### src/rtl/operand_serializer.sv
// Serializes (a, b) operand pairs LSB-first for the bit-serial summator, with a
// trailing zero flush bit per frame and a one-entry hold register for back-to-back frames.
module operand_serializer #(
  parameter int unsigned reglength = 3
) (
  input  logic                 clk,
  input  logic                 rst,
  input  logic                 in_valid,
  output logic                 in_ready,
  input  logic [reglength-1:0] in_a,
  input  logic [reglength-1:0] in_b,
  output logic                 bit_valid,
  output logic                 bit_a,
  output logic                 bit_b,
  output logic                 bit_first,
  output logic                 bit_last,
  output logic                 busy
);

  localparam int unsigned cnt_w = (reglength < 1) ? 1 : $clog2(reglength + 1);
  localparam logic [cnt_w-1:0] cnt_last = cnt_w'(reglength);

  typedef enum logic {
    IDLE  = 1'b0,
    SHIFT = 1'b1
  } state_t;

  state_t               state;
  logic [reglength-1:0] sa;
  logic [reglength-1:0] sb;
  logic [reglength-1:0] ha;
  logic [reglength-1:0] hb;
  logic                 hold_v;
  logic [cnt_w-1:0]     cnt;
  logic                 accept;

  assign accept = in_valid && in_ready;

  // All outputs decode registered state only; the sole input-facing output is in_ready.
  assign in_ready  = !hold_v;
  assign bit_valid = (state == SHIFT);
  assign bit_a     = sa[0];
  assign bit_b     = sb[0];
  assign bit_first = bit_valid && (cnt == '0);
  assign bit_last  = bit_valid && (cnt == cnt_last);
  assign busy      = bit_valid || hold_v;

  always_ff @(posedge clk) begin
    if (rst) begin
      state  <= IDLE;
      sa     <= '0;
      sb     <= '0;
      ha     <= '0;
      hb     <= '0;
      hold_v <= 1'b0;
      cnt    <= '0;
    end else if (state == IDLE) begin
      if (accept) begin
        sa    <= in_a;
        sb    <= in_b;
        cnt   <= '0;
        state <= SHIFT;
      end
    end else if (cnt != cnt_last) begin
      sa  <= sa >> 1;
      sb  <= sb >> 1;
      cnt <= cnt + cnt_w'(1);
      if (accept) begin
        ha     <= in_a;
        hb     <= in_b;
        hold_v <= 1'b1;
      end
    end else begin
      // Flush cycle: the held pair wins, else a fresh offer bypasses the hold, else go idle.
      cnt <= '0;
      if (hold_v) begin
        sa     <= ha;
        sb     <= hb;
        hold_v <= 1'b0;
      end else if (accept) begin
        sa <= in_a;
        sb <= in_b;
      end else begin
        state <= IDLE;
      end
    end
  end

endmodule

### config.mk
export PLATFORM = sky130hd
export DESIGN_NAME = operand_serializer
export DESIGN_NICKNAME = d
export VERILOG_FILES = /design/src/rtl/operand_serializer.sv
export SDC_FILE = /design/constraint.sdc
export NUM_CORES = 1
export LEC_CHECK = 0
export CORE_MARGIN = 1
export CORE_UTILIZATION = 28
export DETAILED_ROUTE_END_ITERATION = 6
export PLACE_DENSITY = 0.54
export REMOVE_ABC_BUFFERS = 1
export SLEW_MARGIN = 15
export SYNTH_ARGS = -nofsm -noshare
export SYNTH_HDL_FRONTEND = slang
export SYNTH_SLANG_ARGS = --single-unit
### constraint.sdc
create_clock -name clk -period 2.08 [get_ports clk]
set_input_delay 0.312 -clock clk [delete_from_list [all_inputs] [get_ports clk]]
set_output_delay 0.312 -clock clk [all_outputs]
set_load 0.01 [all_outputs]
======== Word-level counts from Yosys, hierarchy flattened ========
Cells that the tools add are included.
storage, ports and cells
  register bits after elaboration ......... 16
  input port bits ......................... 9
  output and inout port bits .............. 7
cells by class
  add/subtract/negate cells ............... 1
  equal/unequal tests ..................... 3
  mux-type cells .......................... 17
  reductions and logical operators ........ 9
operator list
  kind                                                            count
  3-bit two-way mux                                               8
  1-bit two-way mux                                               6
  2-bit two-way mux                                               3
  2-bit != test (second input constant)                           2
  1-bit logical AND                                               3
  3-bit AND reduction                                             1
  2-bit by 1-bit adder with 2-bit output (second input constant)  1
  2-bit equality test (second input constant)                     1
  2-bit logical NOT                                               1
  2-bit AND reduction                                             1
  2-bit nonzero test                                              1
  1-bit logical NOT                                               1
  1-bit logical OR                                                1

======== Longest topological paths before layout ========
Gate-level depths: netlist (run 1).
  word-level depth ........................ 6
  gate-level depth with buffers ........... 5
  gate-level depth less buffers ........... 4

======== Worst setup path after synthesis (run 1) ========
Ideal clock, no wire load.
  kind .................................... reg-to-reg
  start point ............................. register cnt[0]
  end point ............................... register ha[0]
  data arrival time ....................... 1.141 ns
  path slack .............................. 0.812 ns
  cell stages (with the launch flop) ...... 6
  path buffers ............................ 1
  clock period less this slack ............ 1.268 ns
  cell sequence ........................... dfxtp_1 ha_1 and4bb_1 buf_6 mux2i_1 nor2_1
between the ends
  cells in the longest elaborated chain, start to end .. 2
RTL lines
  item                           RTL line  RTL
  from (decl)                    34        logic [cnt_w-1:0] cnt;
  from (signal assigned)         67        cnt <= cnt + cnt_w'(1);
  2-bit != test                  64        end else if (cnt != cnt_last) begin
  3-bit AND reduction (no line)  -
  to (signal assigned)           69        ha <= in_a;
  to (decl)                      31        logic [reglength-1:0] ha;
Every way passes these cells.
A chain may end at the register's enable or synchronous reset.

======== Worst setup path after layout (run 1) ========
  start point ............................. register cnt[0]
  end point ............................... output port bit_last
between the ends
  cells in the longest elaborated chain, start to end .. 2
RTL lines
  item                 RTL line  RTL
  2-bit equality test  45        assign bit_last = bit_valid && (cnt == cnt_last);
  1-bit logical AND    45
  to (decl)            16        output logic bit_last,
Every way passes these cells.

==> metrics, run 1 <==
largest net degree at the start of global routing=14; I/O Buffers=15; Fin Setup TNS=0 ns; Synth Warn #=0; total power draw=0.000630 W; Critical Path RT=1.77 ns; Max rail drop VDD=255 uV; Max-slew headroom=72.0%; FMAX=516 MHz; Initial Util=29.5%; Mapped Cells=90; slowest stage cell, crit path=clkdlybuf4s50_1; Hold Fails Final Rpt=0; Die ar.=3100 um^2; drt first pass iters=4; Yosys reg bits=16; syn avg cell area=8.97 um^2; CP Buf/Inv Count=2; critical-path cell list=ha_1, nand2_1, inv_1, clkdlybuf4s50_1; # hold bufs at CTS=0; Final Skew=0.00244 ns; Routed Antenna Nets=0; Worst setup SP type=flop; fill count=279; detailed-route DRC error count=0; Slew @ Worst Pin=0.420 ns; P&R area growth vs syn=24.3%; hold path depth=2; DP HPWL=1.29 mm; Bufs on Longest Clock Path=2; worst-case reg-to-reg path depth=4; crit-path max cell delay=0.52 ns; DRT iter0 DRCs=21; # clock sinks=16; pwr/cell area=627 nW/um^2; final slew viol count=0; Resize count post-CTS=0; Leak=0.408 nW; status=completed; crit path kind=reg -> out; die height=55.7 um; Placement Setup Slack=0.278 ns; worst-path fanout max=4; CTS H-tree depth=1; total grt overflow=0; clk slew on worst S/H paths=0.09 ns; Core ar.=2730 um^2; synth unique cells=30; register area share after synthesis=39.7%; final core occ=36.7%; initial antenna violation count=0; synthesized cell area=807 um^2; share of cells above drive strength 1=7.62%; total number of vias=696; total CTS buffers=3; die width=55.7 um; Tot GR Track Use=12.0%; Hold Crit Class=reg -> reg; crit-path leading delay family=buffers and inverters; max-cap violations=0; final setup vio count=0; RSZ-0062 raised after global routing=no; WP depth=4; Worst EP arrival=1.63 ns; vias per cell=5.12; vias in the first global route=642; Nets=118; Final Cycle Share=93.2%; CTS tree=yes; wire per inst=12.6 um; final setup margin=0.141 ns; Total Wirelength=1.72 mm; Post CTS Setup Buffer Count=0; crit path time final=1.94 ns; IO Pins=16; GP Congestion=0.707; std cell rows=19; diodes inserted=0; worst skew pair latency=0.29 ns; Critical Path Sink Type=output pin; first-pass GRT wire length=2.84 mm; Root Buffer=clkbuf_4
[final timing paths]
check	end	slack [ns]	start
worst max register to register	hb[1]	0.53	cnt[0]
worst min-delay path	hb[1]	0.50	hb[1]
worst min register to register	hb[1]	0.50	hb[1]
worst max-delay path	bit_last	0.14	cnt[0]
[cells in the final DEF, fill, tap and decap left out, drive strengths merged, types with 2 or more instances in the layout]
master / Yosys / final
nor2b: 2 / 2
o22ai: 3 / 3
a21oi: 6 / 6
inv: 7 / 7
o221ai: 2 / 2
clkdlybuf4s50: 0 / 15
nand2b: 3 / 3
clkbuf: 1 / 3
dfxtp: 16 / 16
buf: 5 / 3
or2: 2 / 2
mux2i: 13 / 13
nand4: 2 / 2
o21ai: 2 / 2
and3: 3 / 3
nor2: 9 / 9
ha: 2 / 2
nand2: 3 / 3
[tightest hold or removal path, cell delays in order, from the launching register on]
cell and delay [ns]:
dfxtp_1 0.33, mux2i_1 0.07, nor2_1 0.07
[area by class of cell]
cell class,count,area [um^2],area share [%]
inverters,7,26.3,2.62
flip-flops and latches,16,320,31.9
repair buffers,18,173,17.2
well taps,31,38.8,3.87
clock buffers,3,22.5,2.24
multi-input cells,61,423,42.1
[metal layers]
layer | up-vias | wire (um) | part of all wire [%] | GRT usage (%)
met5 | - | 0 | 0 | 0
met4 | 0 | 38 | 2.2 | 6.43
met3 | 5 | 56 | 3.3 | 2.79
met2 | 13 | 831 | 48 | 20.5
met1 | 330 | 794 | 46 | 13.9
li1 | 348 | - | - | -
[cells by family after synthesis]
group	Yosys count	share of synthesized area (%)
simple gates	29	19.7
flops	16	39.7
fa+ha+maj	2	3.10
mux	13	16.1
buf+inv	13	7.91
compound gates	17	13.5
[power by group]
part	switching [W]	internal (W)
combinational	0.0000531	0.0000686
clock	0.0000972	0.0000673
sequential	0.0000180	0.000325
total	0.000168	0.000461
[state kept, by name, summed over array words and instances, names as in the netlist]
name,cells
hold_v,1
sa,3
bit_valid,1
hb,3
ha,3
cnt,2
sb,3
[cell usage after synthesis (all sizes together)]
cell	number	area share, %
and4bb	1	1.6
buf	5	4.2
nor2b	2	1.6
and2	1	0.78
nand2b	3	2.3
nand2	3	1.4
a31oi	1	0.78
nand3	1	0.62
a221oi	1	1.1
a21oi	6	3.7
nor3b	1	0.93
ha	2	3.1
mux2i	13	16
or2	2	1.6
clkbuf	1	0.46
o21ai	2	1.2
o22ai	3	2.3
inv	7	3.3
a222oi	1	1.2
dfxtp	16	40
a21o	1	0.93
nor2	9	4.2
and3	3	2.3
nand3b	1	0.93
o221ai	2	2.2
nand4	2	1.6
[stage by stage]
stage               hold slack (ns)  instance area, um^2  std cells
floorplan                     0.381                  769         84
global placement              0.466                  981        133
detailed placement            0.479                  981        133
CTS                           0.499                 1000        136
global route                  0.523                 1000        136
finish                        0.497                 1000        136
(Power assumes the default switching activity.)
==> run 2: changes to the inputs <==
--- a/config.mk
+++ b/config.mk
@@ -5,8 +5,8 @@
 export SDC_FILE = /design/constraint.sdc
 export NUM_CORES = 1
 export LEC_CHECK = 0
-export CORE_MARGIN = 1
 export CORE_UTILIZATION = 28
+export CTS_CLUSTER_DIAMETER = 60
 export DETAILED_ROUTE_END_ITERATION = 6
 export PLACE_DENSITY = 0.54
 export REMOVE_ABC_BUFFERS = 1
==> results of run 2 <==
Final layout, timing and power as in run 1 (identical DEF).
